--- config.mk ---
export PLATFORM = sky130hd
export DESIGN_NAME = lpif_slave_link_sync
export DESIGN_NICKNAME = d
export VERILOG_FILES = /design/src/rtl/lpif_link_sync_pkg.sv /design/src/rtl/lpif_sync_dly_cnt.sv /design/src/rtl/lpif_slave_link_sync.sv
export SDC_FILE = /design/constraint.sdc
export NUM_CORES = 1
export LEC_CHECK = 0
export ABC_AREA = 1
export CAP_MARGIN = 40
export CORE_ASPECT_RATIO = 0.8
export CORE_MARGIN = 2
export CORE_UTILIZATION = 50
export CTS_BUF_LIST = sky130_fd_sc_hd__clkbuf_8 sky130_fd_sc_hd__clkbuf_16
export DETAILED_ROUTE_END_ITERATION = 8
export GPL_TIMING_DRIVEN = 0
export HOLD_SLACK_MARGIN = 0.06
export PLACE_DENSITY = 0.76
export SLEW_MARGIN = 20
export SYNTH_ARGS = -nofsm -noshare
export SYNTH_HDL_FRONTEND = slang
export SYNTH_SLANG_ARGS = --single-unit
export TNS_END_PERCENT = 5
--- constraint.sdc ---
create_clock -name clk_wr -period 2.1 [get_ports clk_wr]
set_input_delay 0.315 -clock clk_wr [delete_from_list [all_inputs] [get_ports clk_wr]]
set_output_delay 0.315 -clock clk_wr [all_outputs]
set_load 0.03 [all_outputs]
--- src/rtl/lpif_link_sync_pkg.sv ---
// Shared definitions for the LPIF slave link synchronizer.
// Contents:
//   tx_state_t       - TX FSM encoding (2 bits): TX_OFF, TX_DLY, TX_ON
//   rx_state_t       - RX FSM encoding (3 bits): RX_OFF, RX_HUNT, RX_DLY, RX_ON, RX_BACKOFF
//   STB_LOCK_DEFAULT - default number of consecutive strobes needed to lock
package lpif_link_sync_pkg;

   typedef enum logic [1:0] {
      TX_OFF = 2'd0,
      TX_DLY = 2'd1,
      TX_ON  = 2'd2
   } tx_state_t;

   typedef enum logic [2:0] {
      RX_OFF     = 3'd0,
      RX_HUNT    = 3'd1,
      RX_DLY     = 3'd2,
      RX_ON      = 3'd3,
      RX_BACKOFF = 3'd4
   } rx_state_t;

   localparam int unsigned STB_LOCK_DEFAULT = 4;

endpackage

--- src/rtl/lpif_sync_dly_cnt.sv ---
// 16-bit delay counter: load, decrement-to-zero, zero detect.
// Ports:
//   clk        in   clock, rising edge
//   rst_n      in   asynchronous active-low reset (count -> 0)
//   load       in   load load_value (has priority over dec)
//   load_value in   16-bit value sampled only when load=1
//   dec        in   decrement request; ignored at zero so the count never wraps
//   zero       out  count == 0
module lpif_sync_dly_cnt (
   input  logic        clk,
   input  logic        rst_n,
   input  logic        load,
   input  logic [15:0] load_value,
   input  logic        dec,
   output logic        zero
);

   logic [15:0] count;

   always_ff @(posedge clk or negedge rst_n) begin
      if (!rst_n) begin
         count <= 16'd0;
      end else if (load) begin
         count <= load_value;
      end else if (dec && (count != 16'd0)) begin
         count <= count - 16'd1;
      end
   end

   assign zero = (count == 16'd0);

endmodule

--- src/rtl/lpif_slave_link_sync.sv ---
// LPIF slave-end link synchronizer.
// Delays TX online by delay_y cycles, emits a persistent strobe/marker once TX
// is up, hunts for STB_LOCK consecutive received strobes, waits delay_x cycles
// before qualifying the RX datapath, and backs off delay_z cycles after a
// strobe loss (recording a sticky error and a saturating error count).
// Ports:
//   clk_wr, rst_wr_n         clock, async active-low reset
//   tx_online, rx_online     local PHY online indications
//   rx_stb_userbit           strobe bit of each received word
//   delay_x/y/z_value        RX post-lock delay, TX online delay, RX backoff
//   tx_online_delay          delayed TX online (registered)
//   rx_online_delay          RX datapath qualified (registered)
//   tx_auto_stb_userbit      persistent strobe (registered)
//   tx_auto_mrk_userbit      persistent marker (registered)
//   sync_locked              RX in RX_DLY or RX_ON (registered)
//   sync_error               sticky strobe-loss flag
//   debug_status             state / counter snapshot
module lpif_slave_link_sync
   import lpif_link_sync_pkg::*;
#(
   parameter int unsigned STB_LOCK     = STB_LOCK_DEFAULT,
   parameter int unsigned MARKER_WIDTH = 2
) (
   input  logic                    clk_wr,
   input  logic                    rst_wr_n,
   input  logic                    tx_online,
   input  logic                    rx_online,
   input  logic                    rx_stb_userbit,
   input  logic [15:0]             delay_x_value,
   input  logic [15:0]             delay_y_value,
   input  logic [15:0]             delay_z_value,
   output logic                    tx_online_delay,
   output logic                    rx_online_delay,
   output logic                    tx_auto_stb_userbit,
   output logic [MARKER_WIDTH-1:0] tx_auto_mrk_userbit,
   output logic                    sync_locked,
   output logic                    sync_error,
   output logic [31:0]             debug_status
);

   localparam logic [3:0] HUNT_LAST = 4'(STB_LOCK - 1);

   tx_state_t   tx_state, tx_nxt;
   rx_state_t   rx_state, rx_nxt;
   logic [3:0]  hunt_cnt, hunt_nxt;
   logic [7:0]  err_cnt;
   logic        tx_zero, rx_zero;
   logic        tx_load, tx_dec;
   logic        rx_load, rx_dec;
   logic [15:0] rx_load_value;
   logic        rx_go, hunt_lock, stb_loss;

   // RX may only run while TX is up and stays up on this edge; sampling
   // tx_online here lets a TX drop take RX down on the same edge as TX.
   assign rx_go     = rx_online & tx_online_delay & tx_online;
   assign hunt_lock = (rx_state == RX_HUNT) & rx_go & rx_stb_userbit & (hunt_cnt == HUNT_LAST);
   assign stb_loss  = (rx_state == RX_ON) & rx_go & ~rx_stb_userbit;

   assign tx_load = (tx_state == TX_OFF) & tx_online;
   assign tx_dec  = (tx_state == TX_DLY) & tx_online & ~tx_zero;

   assign rx_load       = hunt_lock | stb_loss;
   assign rx_load_value = hunt_lock ? delay_x_value : delay_z_value;
   assign rx_dec        = rx_go & ~rx_zero &
                          (((rx_state == RX_DLY) & rx_stb_userbit) | (rx_state == RX_BACKOFF));

   lpif_sync_dly_cnt u_tx_cnt (
      .clk        (clk_wr),
      .rst_n      (rst_wr_n),
      .load       (tx_load),
      .load_value (delay_y_value),
      .dec        (tx_dec),
      .zero       (tx_zero)
   );

   lpif_sync_dly_cnt u_rx_cnt (
      .clk        (clk_wr),
      .rst_n      (rst_wr_n),
      .load       (rx_load),
      .load_value (rx_load_value),
      .dec        (rx_dec),
      .zero       (rx_zero)
   );

   always_comb begin
      tx_nxt = tx_state;
      if (!tx_online) begin
         tx_nxt = TX_OFF;
      end else begin
         case (tx_state)
            TX_OFF:  tx_nxt = TX_DLY;
            TX_DLY:  if (tx_zero) tx_nxt = TX_ON;
            TX_ON:   tx_nxt = TX_ON;
            default: tx_nxt = TX_OFF;
         endcase
      end
   end

   // hunt_cnt is only non-zero inside RX_HUNT, so every entry to RX_HUNT
   // starts a fresh strobe run.
   always_comb begin
      rx_nxt   = rx_state;
      hunt_nxt = hunt_cnt;
      if (!rx_go) begin
         rx_nxt   = RX_OFF;
         hunt_nxt = 4'd0;
      end else begin
         case (rx_state)
            RX_OFF: begin
               rx_nxt   = RX_HUNT;
               hunt_nxt = 4'd0;
            end
            RX_HUNT: begin
               if (!rx_stb_userbit) begin
                  hunt_nxt = 4'd0;
               end else if (hunt_cnt == HUNT_LAST) begin
                  rx_nxt   = RX_DLY;
                  hunt_nxt = 4'd0;
               end else begin
                  hunt_nxt = hunt_cnt + 4'd1;
               end
            end
            RX_DLY: begin
               if (!rx_stb_userbit) rx_nxt = RX_HUNT;
               else if (rx_zero)    rx_nxt = RX_ON;
            end
            RX_ON:      if (!rx_stb_userbit) rx_nxt = RX_BACKOFF;
            RX_BACKOFF: if (rx_zero) rx_nxt = RX_HUNT;
            default: begin
               rx_nxt   = RX_OFF;
               hunt_nxt = 4'd0;
            end
         endcase
      end
   end

   // Outputs are registered from the next state so they line up with the
   // state register rather than trailing it by a cycle.
   always_ff @(posedge clk_wr or negedge rst_wr_n) begin
      if (!rst_wr_n) begin
         tx_state            <= TX_OFF;
         rx_state            <= RX_OFF;
         hunt_cnt            <= 4'd0;
         err_cnt             <= 8'd0;
         tx_online_delay     <= 1'b0;
         tx_auto_stb_userbit <= 1'b0;
         tx_auto_mrk_userbit <= '0;
         rx_online_delay     <= 1'b0;
         sync_locked         <= 1'b0;
         sync_error          <= 1'b0;
      end else begin
         tx_state            <= tx_nxt;
         rx_state            <= rx_nxt;
         hunt_cnt            <= hunt_nxt;
         tx_online_delay     <= (tx_nxt == TX_ON);
         tx_auto_stb_userbit <= (tx_nxt == TX_ON);
         tx_auto_mrk_userbit <= {MARKER_WIDTH{tx_nxt == TX_ON}};
         rx_online_delay     <= (rx_nxt == RX_ON);
         sync_locked         <= (rx_nxt == RX_DLY) || (rx_nxt == RX_ON);
         if (stb_loss) begin
            sync_error <= 1'b1;
            if (err_cnt != 8'hFF) err_cnt <= err_cnt + 8'd1;
         end
      end
   end

   assign debug_status = {rx_state, tx_state, sync_error, hunt_cnt,
                          tx_online_delay, rx_online_delay, 4'b0000,
                          err_cnt, 8'h00};

endmodule

==> results of run 1 <==
[power by group through the flow]
stage / registers (W) / logic, W / clock network [W]
final: 0.00129 / 0.000821 / 0.000644
after global routing: 0.00132 / 0.000959 / 0.000706
after CTS: 0.00129 / 0.000820 / 0.000659
after detailed placement: 0.00131 / 0.000817 / 0
after global placement: 0.00130 / 0.000795 / 0
after floorplan: 0.00128 / 0.000566 / 0
[timing repair]
action                                 4_1_cts  5_1_grt
endpoints found under the hold margin        3        0
resized for setup                            0        0
setup endpoints to repair                    0        0
hold buffers                                 1        0
[state kept, by name (all words and copies together), names as in the netlist]
register and count:
u_rx_cnt.count 16, hunt_cnt 4, tx_state 2, sync_locked 1, tx_auto_mrk_userbit 1, u_tx_cnt.count 16
err_cnt 8, rx_state 3, rx_online_delay 1, sync_error 1
[placed cells by master, fill, tap and decap left out, types with 2 or more instances in the layout]
| cell type | netlist | routed |
|---|---|---|
| nand4_1 | 7 | 7 |
| o211ai_1 | 3 | 3 |
| conb_1 | 1 | 12 |
| nand3_1 | 31 | 31 |
| nor2_1 | 81 | 81 |
| dfrtp_1 | 53 | 53 |
| o21ai_1 | 2 | 2 |
| buf_6 | 2 | 2 |
| inv_1 | 69 | 69 |
| o21ai_0 | 31 | 31 |
| buf_4 | 22 | 23 |
| clkdlybuf4s50_1 | 0 | 78 |
| a211oi_1 | 2 | 2 |
| xor2_1 | 7 | 7 |
| nand3b_1 | 4 | 4 |
| nor2_2 | 3 | 3 |
| nand2_2 | 2 | 2 |
| nand2_1 | 240 | 240 |
| clkbuf_8 | 0 | 6 |
| a21oi_1 | 5 | 5 |
| buf_2 | 7 | 7 |
| xnor2_1 | 4 | 4 |
| ha_1 | 5 | 5 |
| nand3_4 | 2 | 2 |
| or2_2 | 2 | 2 |
| nor3_4 | 2 | 2 |
| inv_2 | 2 | 2 |
| nand3_2 | 2 | 2 |
[worst max path at each step]
stage | start | endpoint
floorplan | err_cnt[1]$_DFFE_PN0P_ | err_cnt[2]$_DFFE_PN0P_
global placement | rst_wr_n | err_cnt[1]$_DFFE_PN0P_
detailed placement | rx_stb_userbit | u_rx_cnt.count[8]$_DFFE_PN0P_
CTS | tx_auto_mrk_userbit[0]$_DFF_PN0_ | tx_online_delay
global route | rx_stb_userbit | u_rx_cnt.count[8]$_DFFE_PN0P_
finish | rx_stb_userbit | u_rx_cnt.count[8]$_DFFE_PN0P_
[area by class of cell]
type	instances	area share [%]
multi-input combinational	455	42.12
sequential	53	26.98
timing repair buffer	80	16.24
inverter	71	5.421
buffer	31	4.530
tap	105	2.672
clock buffer	6	1.680
clock inverter	2	0.3563
[stage by stage]
stage          hold slack, ns  worst slack [ns]  utilization [%]
3_3_place_gp           0.4688            -1.058            64.74
2_1_floorplan         0.01941            0.4153                -
5_1_grt                0.5408           0.03489            66.19
4_1_cts                0.4934            0.1565            66.19
3_5_place_dp           0.4110           -0.1565            64.71
6_report               0.4974            0.1477            66.19
[layer usage]
layer / routed length (µm) / track usage, % / vias up
li1: - / - / 2012
met1: 4466 / 34.04 / 1753
met2: 4385 / 40.39 / 150
met3: 835 / 4.040 / 13
met4: 114 / 6.000 / 0
met5: 0 / 0 / -
[worst reg2reg max path: stages, from the launching register on]
cell and delay (ns):
dfrtp_1 0.45, nor2_1 0.24, nand3_4 0.15, nor3_4 0.38, buf_6 0.23, nor2_1 0.05, nor2_1 0.13, nand2_1 0.07
nand2_1 0.06, nand2_1 0.05
[cells by family (layout without fill, tap and decap cells)]
| logic type | Yosys count | after routing | share of synthesized area [%] |
|---|---|---|---|
| AO/OA/AOI/OAI | 48 | 48 | 7.127 |
| XOR/XNOR | 11 | 11 | 2.506 |
| adder cells (fa/ha/maj) | 5 | 5 | 1.627 |
| buffers and inverters | 102 | 190 | 12.72 |
| flip-flops | 53 | 53 | 34.49 |
| other | 1 | 12 | 0.09753 |
| AND/OR/NAND/NOR | 379 | 379 | 41.42 |
==> flow_metrics.tcl, run 1 <==
set metrics [dict create \
    r2r-start "hunt_cnt[2]$_DFFE_PN0P_" \
    ys_ff_latch 53 \
    hp-start "u_rx_cnt.count[0]$_DFFE_PN0P_" \
    maxCapViolCount 0 \
    dieHeight_um 82.44 \
    finalSetupTns_ns 0 \
    die_area_mm2 0.008412 \
    num_rows 28 \
    dp.cells 794 \
    cp.arrival_ns 2.17 \
    drt-initial-drc-count 217 \
    reg2regPathDepth 9 \
    hp-class "register to register" \
    start_kind "primary input" \
    ys_top_cells_by_area "dfrtp_1 (34%), nand2_1 (23%), nor2_1 (7.9%)" \
    cts_buffers 5 \
    slowest_delay_ns 0.72 \
    hpwl_mm 7.278 \
    period_needed_ns 1.952 \
    cts-root-buf "clkbuf_8" \
    r2r_slack_ns 0.20 \
    power.total_w 0.002758 \
    grt_use_total_pct 24.53 \
    outcome "finished clean" \
    final_area_mm2 0.004916 \
    area_growth_pct 27.86 \
    max-slew-margin-rel_pct 52.52 \
    clkPwrFrac_pct 23.3 \
    grt_max_degree 54 \
    hold_violations 0 \
    final_max_slew_viol_count 0 \
    synth_area_mm2 0.003845 \
    start_util_pct 51.77 \
    nFillCells 716 \
    clk_latency_ns 0.32 \
    yosysTopAreaCell "dfrtp_1" \
    timing.rr.end "u_rx_cnt.count[8]$_DFFE_PN0P_" \
    avgSynthCellArea_um2 6.419 \
    post_drt_wl_per_cell_um 12.21 \
    netlist.area_leader.share_pct 34.49 \
    multi_input_area_mm2 0.002071 \
    overflow 0 \
    regArea_mm2 0.001326 \
    worstPathRequired_ns 2.32 \
    diodes 0 \
    worstMarginPinSlew_ns 0.7122 \
    worstHoldEndpoint "u_rx_cnt.count[0]$_DFFE_PN0P_" \
    first_global_vias 3630 \
    cts_max_path_buffers 2 \
    drt_wl_total_mm 9.801 \
    setup_viol_count_final 0 \
    max_freq_ghz 0.5122 \
    ctsHtreeMaxLevel 2 \
    synthFlopType "dfrtp_1" \
    seqPwrFrac_pct 46.9 \
    hold_depth 2 \
    stdcell_count 803 \
    pin_count 92 \
    worstSetupEndpointType "register" \
    post-synth-top-count-cell "nand2_1" \
    worstPathCellList "clkdlybuf4s50_1 > nand3_4 > nor3_4 > buf_6 > nor2_1 > nor2_1 > nand2_1 > nand2_1 > nand2_1" \
    postSynthCellCount 599 \
    skew_ns 0.01414 \
    core_mm2 0.007427 \
    placed_cell_area_mm2 0.004806 \
    io_buffers 79 \
    peakVddDrop_mv 0.4948 \
    p_int_w 0.001759 \
    post-cts-setup-buffers 0 \
    power.density_mw_per_mm2 561.0 \
    power_leakage_nw 2.566 \
    p_sw_share_pct 36.20 \
    path_class "primary input to register" \
    drtAntennaViolNets 0 \
    vias 3928 \
    ys_top_cells_by_count "nand2_1 (240), nor2_1 (81), inv_1 (69), dfrtp_1 (53)" \
    remaining_drc_errors 0 \
    cp_max_fo 10 \
    period_share_pct 92.96 \
    async_flop_share_pct 100.0 \
    synth_edf_count 0 \
    synth.distinct_cells 34 \
    rsz0062_at_grt "no" \
    drt-pass1-iter-count 5 \
    antenna_found_initial 0 \
    finalNetCount 755 \
    cp.depth 9 \
    clkSinkCount 53 \
    tritoncts "yes" \
    drive_above_1_share_pct 8.453 \
    ys_warn_count 0 \
    critPathBufInv 2 \
    clk_pin_slew_ns 0.10 \
    grt_first_pass_wirelength_mm 16.30 \
    seq_area_frac_synth_pct 34.49 \
    power.switching_w 0.0009985 \
    place.gp.congestion 0.9077 \
    dieWidth_um 102.0 \
    via_per_inst 4.892 \
    slowest_stage "clkdlybuf4s50_1" \
    cpMostUsedCell "nand2_1" \
    critPathTopFamily "buffers and inverters" \
    combPwrFrac_pct 29.8 \
]
Note: power is estimated with default switching activity, not from simulation.
==> run 2: changes to the inputs <==
--- a/config.mk
+++ b/config.mk
@@ -14,6 +14,7 @@
 export DETAILED_ROUTE_END_ITERATION = 8
 export GPL_TIMING_DRIVEN = 0
 export HOLD_SLACK_MARGIN = 0.06
+export MAX_ROUTING_LAYER = met4
 export PLACE_DENSITY = 0.76
 export SLEW_MARGIN = 20
 export SYNTH_ARGS = -nofsm -noshare
==> run 2 against run 1 <==
Die area is the same. Clock skew shrank 0.0086 ns. Highest routed layer unchanged. First-iteration DRC count down 23%.
==> flow_metrics.tcl, run 2 (same netlist as run 1, synthesis figures left out) <==
set metrics [dict create \
    slowest_stage "clkdlybuf4s50_1" \
    maxCapViolCount 0 \
    core_mm2 0.007427 \
    ctsHtreeMaxLevel 2 \
    place.gp.congestion 0.9203 \
    worstPathCellList "clkdlybuf4s50_1 > nand3_4 > nor3_4 > buf_6 > nor2_1 > nor2_1 > nand2_1 > nand2_1 > nand2_1" \
    skew_ns 0.005565 \
    worstHoldEndpoint "u_rx_cnt.count[0]$_DFFE_PN0P_" \
    cp.arrival_ns 2.15 \
    grt_max_degree 54 \
    antenna_found_initial 0 \
    hp-start "u_rx_cnt.count[0]$_DFFE_PN0P_" \
    final_max_slew_viol_count 0 \
    ctsResizeCount 0 \
    die_area_mm2 0.008412 \
    critPathTopFamily "buffers and inverters" \
    max_freq_ghz 0.5176 \
    power_leakage_nw 2.574 \
    period_needed_ns 1.932 \
    pin_count 92 \
    final_cell_mix "nand2_1 (240), nor2_1 (81), clkdlybuf4s50_1 (78)" \
    drt_wl_total_mm 9.968 \
    r2r_slack_ns 0.23 \
    path_class "primary input to register" \
    drt-pass1-iter-count 6 \
    peakVddDrop_mv 0.5168 \
    remaining_drc_errors 0 \
    stdcell_count 803 \
    drtAntennaViolNets 0 \
    reg2regPathDepth 9 \
    clk_latency_ns 0.32 \
    hpwl_mm 7.415 \
    cp_max_fo 10 \
    clkSinkCount 53 \
    dieWidth_um 102.0 \
    drive_above_1_share_pct 8.309 \
    hold_depth 2 \
    io_buffers 79 \
    r2r-start "hunt_cnt[2]$_DFFE_PN0P_" \
    diodes 0 \
    placed_cell_area_mm2 0.004806 \
    hold_violations 0 \
    worstMarginPinSlew_ns 0.7198 \
    timing.rr.end "u_rx_cnt.count[8]$_DFFE_PN0P_" \
    via_per_inst 4.910 \
    cts_max_path_buffers 2 \
    cpMostUsedCell "nand2_1" \
    post-cts-setup-buffers 0 \
    dp.cells 794 \
    cts_buffers 5 \
    vias 3943 \
    max-slew-margin-rel_pct 52.02 \
    grt_use_total_pct 24.68 \
    power.total_w 0.002846 \
    start_kind "primary input" \
    critPathBufInv 2 \
    hp-class "register to register" \
    slowest_delay_ns 0.72 \
    worstSetupEndpointType "register" \
    final_common_cell "nand2_1" \
    start_util_pct 51.77 \
    num_rows 28 \
    cts-root-buf "clkbuf_8" \
    worstPathRequired_ns 2.32 \
    first_global_vias 3510 \
    setup_viol_count_final 0 \
    outcome "finished clean" \
    final_area_mm2 0.004927 \
    tritoncts "yes" \
    clk_pin_slew_ns 0.10 \
    post_drt_wl_per_cell_um 12.41 \
    drt-initial-drc-count 168 \
    nFillCells 711 \
    area_growth_pct 28.15 \
    power.density_mw_per_mm2 577.7 \
    grt_first_pass_wirelength_mm 15.93 \
    finalNetCount 755 \
    period_share_pct 92.00 \
    top_regs "u_rx_cnt.count x16, u_tx_cnt.count x16, err_cnt x8" \
    final_util_pct 66.34 \
    dieHeight_um 82.44 \
    overflow 0 \
    rsz0062_at_grt "no" \
]
[run 2: how the worst max path moves through the flow]
stage,start,end,slack [ns],cells after the start
6_report,rx_stb_userbit,u_rx_cnt.count[8]$_DFFE_PN0P_,0.17,9
5_1_grt,rx_stb_userbit,u_rx_cnt.count[8]$_DFFE_PN0P_,0.05,9
4_1_cts,tx_auto_mrk_userbit[0]$_DFF_PN0_,tx_auto_mrk_userbit[0],0.15,2
3_5_place_dp,rx_stb_userbit,u_rx_cnt.count[8]$_DFFE_PN0P_,-0.16,9
3_3_place_gp,rst_wr_n,err_cnt[1]$_DFFE_PN0P_,-1.05,1
2_1_floorplan,err_cnt[1]$_DFFE_PN0P_,err_cnt[2]$_DFFE_PN0P_,0.42,7
[run 2: area by class of cell]
cell class                      instances  area [µm²]  share of cell area [%]
Clock inverter                          3       42.54                  0.8634
Tap cell                              105       131.4                   2.666
Timing Repair Buffer                   80       798.3                   16.20
Buffer                                 31       222.7                   4.520
Sequential cell                        53        1326                   26.92
Inverter                               71       266.5                   5.409
Multi-Input combinational cell        455        2071                   42.03
Clock buffer                            5       68.82                   1.397
[run 2: timing repair]
| item | in CTS | in global routing |
|---|---|---|
| hold buffers | 1 | 0 |
| endpoints found under the setup margin | 0 | 0 |
| hold endpoints to repair | 5 | 0 |
[run 2: per-stage QoR]
step / hold WS (ns) / setup TNS [ns] / setup WS [ns]
after global routing: 0.5228 / 0 / 0.04927
final: 0.5025 / 0 / 0.1681
after global placement: 0.4695 / -56.04 / -1.051
after CTS: 0.5059 / 0 / 0.1525
after detailed placement: 0.4162 / -0.9010 / -0.1582
after floorplan: 0.01941 / 0 / 0.4153
[run 2: power breakdown]
| part | internal [W] | leakage [nW] | total, W | switching [W] |
|---|---|---|---|---|
| logic | 0.000332 | 1.83 | 0.000824 | 0.000493 |
| clock network | 0.000354 | 0.0595 | 0.000728 | 0.000373 |
| registers | 0.00115 | 0.686 | 0.00129 | 0.000142 |
[run 2: worst reg2reg max path, cell delays in order, from the launching register on]
cell and delay (ns):
dfrtp_1 0.45, nor2_1 0.24, nand3_4 0.15, nor3_4 0.38, buf_6 0.22, nor2_1 0.05
nor2_1 0.12, nand2_1 0.06, nand2_1 0.05, nand2_1 0.05
[run 2: layer usage]
metal	track usage [%]	part of all wire, %	vias to the layer above
met4	4.933	0.74	0
met5	-	0	-
met3	2.694	5.5	10
li1	-	-	2011
met1	34.37	49	1784
met2	39.54	45	138
